==> src/rtl/multicycle_computer_memory_unit_pkg.sv <==
// Shared definitions for the multicycle computer memory unit: the load/run FSM encoding
// and the default parameter values.
package multicycle_computer_memory_unit_pkg;

  typedef enum logic [1:0] {
    StIdle = 2'd0,
    StLoad = 2'd1,
    StRun  = 2'd2
  } state_e;

  localparam int unsigned DefaultDepthWords = 64;
  // ARM "mov r0, r0": a harmless instruction for the controller to see before the first fetch.
  localparam logic [31:0] DefaultNopInstr   = 32'hE1A00000;

endpackage

==> src/rtl/multicycle_computer_memory_array.sv <==
// Word-wide storage for the memory unit: synchronous write, asynchronous read, no reset.
module multicycle_computer_memory_array #(
  parameter int unsigned DEPTH_WORDS = 64,
  parameter int unsigned ADDR_W      = $clog2(DEPTH_WORDS)
) (
  input  logic              clock,
  input  logic              we,
  input  logic [ADDR_W-1:0] waddr,
  input  logic [31:0]       wdata,
  input  logic [ADDR_W-1:0] raddr,
  output logic [31:0]       rdata
);

  logic [31:0] mem [DEPTH_WORDS];

  always_ff @(posedge clock) begin
    if (we) begin
      mem[waddr] <= wdata;
    end
  end

  assign rdata = mem[raddr];

endmodule

==> src/rtl/multicycle_computer_memory_unit.sv <==
// Unified instruction/data memory for a multicycle core: loads a program through a
// valid/ready port, then serves fetches and loads/stores while holding the core in run.
module multicycle_computer_memory_unit
  import multicycle_computer_memory_unit_pkg::*;
#(
  parameter int unsigned DEPTH_WORDS = DefaultDepthWords,
  parameter logic [31:0] NOP_INSTR   = DefaultNopInstr
) (
  input  logic        clock,
  input  logic        reset,
  input  logic [31:0] ADR,
  input  logic [31:0] WD,
  input  logic        MemWrite,
  input  logic        IRWrite,
  output logic [31:0] INSTRUCTION,
  output logic [31:0] DATA,
  input  logic        load_valid,
  input  logic [31:0] load_data,
  input  logic        load_last,
  output logic        load_ready,
  output logic        run,
  output logic        ADR_FAULT
);

  localparam int unsigned    AddrW   = $clog2(DEPTH_WORDS);
  localparam logic [AddrW-1:0] LastIdx = AddrW'(DEPTH_WORDS - 1);

  state_e             state_q, state_d;
  logic [AddrW-1:0]   load_ptr_q, load_ptr_d;
  logic [31:0]        instr_q, data_q;
  logic               ready_q, run_q, fault_q;

  logic               load_fire;
  logic               store_fault;
  logic [AddrW-1:0]   word_idx;
  logic               mem_we;
  logic [AddrW-1:0]   mem_waddr;
  logic [31:0]        mem_wdata;
  logic [31:0]        mem_rdata;
  logic               unused_adr;

  // Upper address bits are dropped so accesses wrap modulo the array size.
  assign word_idx   = ADR[AddrW+1:2];
  assign unused_adr = ^ADR[31:AddrW+2];
  assign load_fire  = load_valid & ready_q;

  always_comb begin
    state_d     = state_q;
    load_ptr_d  = load_ptr_q;
    mem_we      = 1'b0;
    mem_waddr   = word_idx;
    mem_wdata   = WD;
    store_fault = 1'b0;
    unique case (state_q)
      StIdle: state_d = StLoad;
      StLoad: begin
        if (load_fire) begin
          mem_we    = 1'b1;
          mem_waddr = load_ptr_q;
          mem_wdata = load_data;
          if (load_last || (load_ptr_q == LastIdx)) begin
            state_d = StRun;
          end else begin
            load_ptr_d = load_ptr_q + 1'b1;
          end
        end
      end
      StRun: begin
        if (MemWrite) begin
          if (ADR[1:0] == 2'b00) begin
            mem_we = 1'b1;
          end else begin
            store_fault = 1'b1;
          end
        end
      end
      default: state_d = StIdle;
    endcase
  end

  always_ff @(posedge clock or negedge reset) begin
    if (!reset) begin
      state_q    <= StIdle;
      load_ptr_q <= '0;
      instr_q    <= NOP_INSTR;
      data_q     <= '0;
      ready_q    <= 1'b0;
      run_q      <= 1'b0;
      fault_q    <= 1'b0;
    end else begin
      state_q    <= state_d;
      load_ptr_q <= load_ptr_d;
      ready_q    <= (state_d == StLoad);
      run_q      <= (state_d == StRun);
      // Async read of the pre-write contents gives read-before-write on a same-edge store.
      if (state_q == StRun) begin
        data_q <= mem_rdata;
        if (IRWrite) begin
          instr_q <= mem_rdata;
        end
      end
      if (store_fault) begin
        fault_q <= 1'b1;
      end
    end
  end

  multicycle_computer_memory_array #(
    .DEPTH_WORDS (DEPTH_WORDS),
    .ADDR_W      (AddrW)
  ) u_array (
    .clock (clock),
    .we    (mem_we),
    .waddr (mem_waddr),
    .wdata (mem_wdata),
    .raddr (word_idx),
    .rdata (mem_rdata)
  );

  assign INSTRUCTION = instr_q;
  assign DATA        = data_q;
  assign load_ready  = ready_q;
  assign run         = run_q;
  assign ADR_FAULT   = fault_q;

endmodule
==> config.mk <==
export PLATFORM = sky130hd
export DESIGN_NAME = multicycle_computer_memory_unit
export DESIGN_NICKNAME = d
export VERILOG_FILES = /design/src/rtl/multicycle_computer_memory_unit_pkg.sv /design/src/rtl/multicycle_computer_memory_array.sv /design/src/rtl/multicycle_computer_memory_unit.sv
export SDC_FILE = /design/constraint.sdc
export NUM_CORES = 2
export LEC_CHECK = 0
export ABC_AREA = 0
export ABC_CLOCK_PERIOD_IN_PS = 5300
export CAP_MARGIN = 0
export CORE_ASPECT_RATIO = 1.4
export CORE_MARGIN = 2
export CORE_UTILIZATION = 62
export DETAILED_ROUTE_END_ITERATION = 16
export HOLD_SLACK_MARGIN = 0.03
export PLACE_DENSITY = 0.86
export RECOVER_POWER = 100
export SETUP_SLACK_MARGIN = 0.3
export SLEW_MARGIN = 20
export SYNTH_ARGS = -nofsm -noshare
export SYNTH_HDL_FRONTEND = slang
export SYNTH_SLANG_ARGS = --single-unit
==> constraint.sdc <==
create_clock -name clock -period 5.3 [get_ports clock]
set_input_delay 1.06 -clock clock [delete_from_list [all_inputs] [get_ports clock]]
set_output_delay 1.06 -clock clock [all_outputs]
set_load 0.05 [all_outputs]
# Yosys cells after proc, flatten, opt, wreduce, memory -nomap -nowiden
# Memories as Yosys holds them, arrays and structs flattened.
# Cells that the tools add are included.
# Widths: inputs -> output; s select.
dict set report classes {
  addsub 1
  eq_ne 5
  n_mux 16
  bitwise 2
  n_reduce_logical 5
}
# cell n
set op_table {}
lappend op_table {{$mux 32} 2}
lappend op_table {{$mux 6} 2}
lappend op_table {{$mux 1} 8}
lappend op_table {{$add 6x1->6 const B} 1}
lappend op_table {{$eq 6x6->1 const B} 1}
lappend op_table {{$pmux 2 s3} 1}
lappend op_table {{$eq 2x1->1 const B} 2}
lappend op_table {{$eq 2x2->1 const B} 2}
lappend op_table {{$logic_not 2->1} 2}
lappend op_table {{$mux 2} 2}
lappend op_table {{$reduce_and 3->1} 1}
lappend op_table {{$pmux 1 s2} 1}
lappend op_table {{$reduce_and 2->1} 1}
lappend op_table {{$and 1x1->1} 1}
lappend op_table {{$logic_or 1x1->1} 1}
lappend op_table {{$not 1->1} 1}
dict set report word_totals {
  regBits 75
  ram_bits 2048
  in_bits 102
  output_inout_bits 67
  elab_cells 37
  mem_count 1
}
# name words width read_ports rd_clocked_by_memory_dff wr line_no
set memory_table {}
lappend memory_table {u_array.mem 64 32 1 0 1 multicycle_computer_memory_array.sv:14} ;# logic [31:0] mem [DEPTH_WORDS];

# Depth between registers and ports, before layout
dict set report depth {
  ltp_word 6
  ltp_mapped 11
  mapped_depth_nobuf 8
}

# Hierarchy
# From an unflattened synthesis, not the netlist that was laid out.
dict set report hier_totals {
  hier_cells 3524
  hier_area_um2 81257.9
}
# module instances cells_per_inst area_each_um2 seq_area_each_um2
set by_module_without_submodules {}
lappend by_module_without_submodules {multicycle_computer_memory_array 1 3292 77874.7 61499.0}
lappend by_module_without_submodules {multicycle_computer_memory_unit 1 232 3383.2 1884.3}

# Worst setup path before layout
# Ideal clock, no wire load.
dict set report synth_path {
  path_kind {input to register}
  startpoint {in ADR[4]}
  endpoint {mem u_array.mem[21][0] (enable)}
  setup_ps 421
  t_arrival_ps 3860
  required_time_ps 4879
  slack_ps 1018
  stages 8
  n_path_buf 4
  path_cell_list {buf_4 buf_2 buf_4 buf_2 nand3_1 a21boi_0 nand2_1 nor2_1}
}
dict set report synth_between {
  elab_chain_len 2
}
# element line_no
set synth_lines {}
lappend synth_lines {{start: declaration} multicycle_computer_memory_unit.sv:11} ;# input logic [31:0] ADR,
lappend synth_lines {{$mux 6} multicycle_computer_memory_unit.sv:57} ;# if (load_fire) begin
lappend synth_lines {{$mux 6 (*)} multicycle_computer_memory_unit.sv:54} ;# unique case (state_q)
lappend synth_lines {{end: declaration} multicycle_computer_memory_array.sv:14}
# Mark *: on every way between the ends. The rest lies on a longest branch, timed or not.

# Worst setup path in the final report
dict set report layout_path {
  startpoint {in ADR[5]}
  endpoint {reg instr_q[14], in the netlist INSTRUCTION[14]}
}
dict set report layout_between {
  elab_chain_len 1
}
# element line_no
set layout_lines {}
lappend layout_lines {{$mem_v2 64x32} --}
lappend layout_lines {{end signal: assignment} multicycle_computer_memory_unit.sv:99} ;# instr_q <= mem_rdata;
lappend layout_lines {{end: declaration} multicycle_computer_memory_unit.sv:30} ;# logic [31:0] instr_q, data_q;
# No other way between the ends.
# A chain may end at the register's enable or synchronous reset.

==> impl_metrics.yaml <==
run_status:
  violations: "max-capacitance violations, max-slew violations"
  status: "complete, but fails checks"
cts:
  post_cts_resized: 0
  cts_tree: "yes"
  clkSlewWorstSetupHoldPaths_ns: 0.06
  root_buffer: "clkbuf_16"
  cts_hold_buf: 0
  post_cts_buffers: 0
  cts_buffers: 174
  clockBufferDepth: 3
  cts_sinks: 2123
  htree_levels: 4
  insertion_delay_ns: 0.83
pwr:
  p_total_uw: 37700
  leakagePower_uw: 0.0300
  powerDensity_nw_per_um2: 410
  peakVddDrop_mv: 0.363
die:
  initial_core_util_pct: 62.5
  ios: 169
  core_sq_um: 131000
  num_rows: 157
  die_w_microns: 311
  die_y_microns: 434
  dieArea_sq_um: 135000
setup_path:
  arrival_ns: 5.49
  start_kind: "primary input"
  cp_cell_sequence: "buf_2, buf_4, and2_0, a22oi_1, nand4b_1, nand3_1, nor3_1, a21oi_1"
  reg2reg_setup_slack_ns: 0.60
  crit_family: "simple AND/OR/NAND/NOR gates"
  critical-path-max-stage-delay_ns: 1.66
  cp_data_required_time_ns: 5.96
  cp_max_fo: 20
  criticalPathCategory: "in2reg"
  endpoint_kind: "flip-flop"
  crit_buf_inv: 2
  cpMaxStageDelayCell: "and2_0"
synth:
  synth_top_family_by_area: "multiplexers"
  postSynthAreaPerCell_sq_um: 20.4
  ys_ff_latch: 2123
  synth_fp_nets: 4127
  synth-simple-area-share_pct: 2.02
  synth_compound_area_share_pct: 4.24
  synth_xor_area_share_pct: 0.0535
  synthAdderAreaFrac_pct: 0.0765
  syn-cell-area_sq_um: 81800
  yosysSeqAreaShare_pct: 77.5
  synthMuxAreaShare_pct: 14.7
  synth-main-ff-cell: "edfxtp_1"
  synthArstFlopShare_pct: 3.53
  synth_edf_count: 2048
  yosysWarningCount: 0
  synth_cell_types: 65
  syn_inst: 4020
place:
  portBuffers: 144
  dp_hpwl_microns: 122000
  dp.cells: 5877
  dpl-instance-area_sq_um: 86800
  place_congestion: 0.857
global_routing:
  antenna_found_initial: 4
  grt-ovfl-total: 0
  grt_pass1_vias: 46800
  grt.total_usage_pct: 34.4
  grt_max_degree: 89
  grt_pass1_wl_microns: 328000
sta:
  grt_setup_unrepaired: "no"
  maxSlewViolCount: 479
  finalCritPeriodShare_pct: 91.2
  finClkSkew_ns: 0.0307
  setup_viol: 0
  fmax_ghz: 0.207
  hold_ws_ns: 0.486
  setup_tns_ns: 0
  max-slew-margin-rel_pct: -165
  period_minus_slack_ns: 4.83
  worst_pin_slew_ns: 3.97
  hold_viol: 0
finish:
  multi_input_comb_area_sq_um: 17700
  final_common_cell: "edfxtp_1"
  final_cell_area_sq_um: 91900
  area_growth_pct: 12.3
  num-fill-cells: 6917
  final_cell_mix: "edfxtp_1, mux2i_1, mux4_2"
  drive_above_1_share_pct: 20.9
  ff_latch_area_sq_um: 63400
  final_nets: 4411
  final_cells: 6205
detailed_routing:
  dr.pass1.iters: 9
  routed_wl_microns: 232000
  vias_per_cell: 7.42
  vias: 46000
  first_iter_violations: 7784
  postRouteAntennaNets: 0
  wire_per_inst_microns: 37.5
  drc_errors: 0
run:
  maxCapViolations: 16
hold_path:
  min_path_type: "reg2reg"
## cell families (layout without fill, tap and decap cells)
group	after synthesis	in the layout
xor+xnor	5	5
mux	788	788
other cells	0	3
fa+ha+maj	5	5
buf+inv	234	667
flops	2123	2123
compound gates	484	484
simple gates	381	381
## path summary, 6_finish.rpt
check                                            from                       endpoint  cells after the start
worst max-delay path                           ADR[5]    INSTRUCTION[14]$_DFFE_PN0P_                      8
worst min-delay path            ADR_FAULT$_DFFE_PN0P_          ADR_FAULT$_DFFE_PN0P_                      1
worst max register to register   state_q[0]$_DFF_PN0_  u_array.mem[61][22]$_DFFE_PP_                     10
worst min register to register  ADR_FAULT$_DFFE_PN0P_          ADR_FAULT$_DFFE_PN0P_                      1
max in group asynchronous                       reset           DATA[31]$_DFFE_PN0P_                      1
min in group asynchronous                       reset           DATA[25]$_DFFE_PN0P_                      1
## worst reg2reg max path: stages (launching register included)
cell      delay [ns]
dfrtp_1         0.42
inv_1           0.13
ha_1            0.22
nand2_1         0.09
nor3_1          0.34
clkbuf_1        0.34
nand3_1         0.14
a21boi_0        0.55
nand2_1         0.64
nor2_4          0.66
clkbuf_2        0.79
## final cells by class
class | count | share of cell area (%)
diodes | 3 | 0.00817
clock buffers | 224 | 5.09
repair buffers | 336 | 3.36
inverters | 6 | 0.0245
multi-input cells | 1663 | 19.3
well taps | 1749 | 2.38
clock inverters | 101 | 0.911
flip-flops and latches | 2123 | 69.0
## through the flow
stage,worst slack (ns),utilization (%)
floorplan,1.02,-
global placement,0.803,66.4
detailed placement,0.777,66.4
CTS,1.31,70.6
global route,0.554,70.3
finish,0.466,70.3
## sequential cells by signal, indices dropped and copies added, names as in the netlist
register,flops
ADR_FAULT,1
DATA,32
INSTRUCTION,32
load_ptr_q,6
load_ready,1
run,1
state_q,2
u_array.mem,2048
## report_power, final
part / switching [uW] / internal (uW)
clock network: 5920 / 6770
logic: 3680 / 1200
registers: 201 / 19900
total: 9800 / 27900
## cell usage after synthesis, types with 8 or more instances
cell type,n,area [sq um]
mux4_2,318,7160
dfrtp_1,69,1730
buf_6,15,169
mux2_2,103,1160
o22ai_1,51,319
and3_1,8,50.1
nor2b_1,13,81.3
nor2_1,107,402
a31oi_1,41,257
a21o_1,23,173
mux2i_1,365,3650
a22oi_1,140,1050
buf_4,28,210
buf_2,91,455
a211oi_1,50,375
buf_1,9,33.8
a22o_1,42,368
edfxtp_1,2048,61500
nand2_1,171,642
nand3_1,41,205
clkbuf_1,83,312
o221ai_1,25,219
a21oi_1,58,290
## per-layer routing
metal / share of wire [%] / track usage [%] / vias up
li1: - / - / 17100
met1: 29 / 39.5 / 22900
met2: 49 / 57.1 / 4746
met3: 13 / 8.39 / 1203
met4: 8.7 / 24.6 / 2
met5: 0.016 / 0 / -
Power figures use the tool's default switching activity.
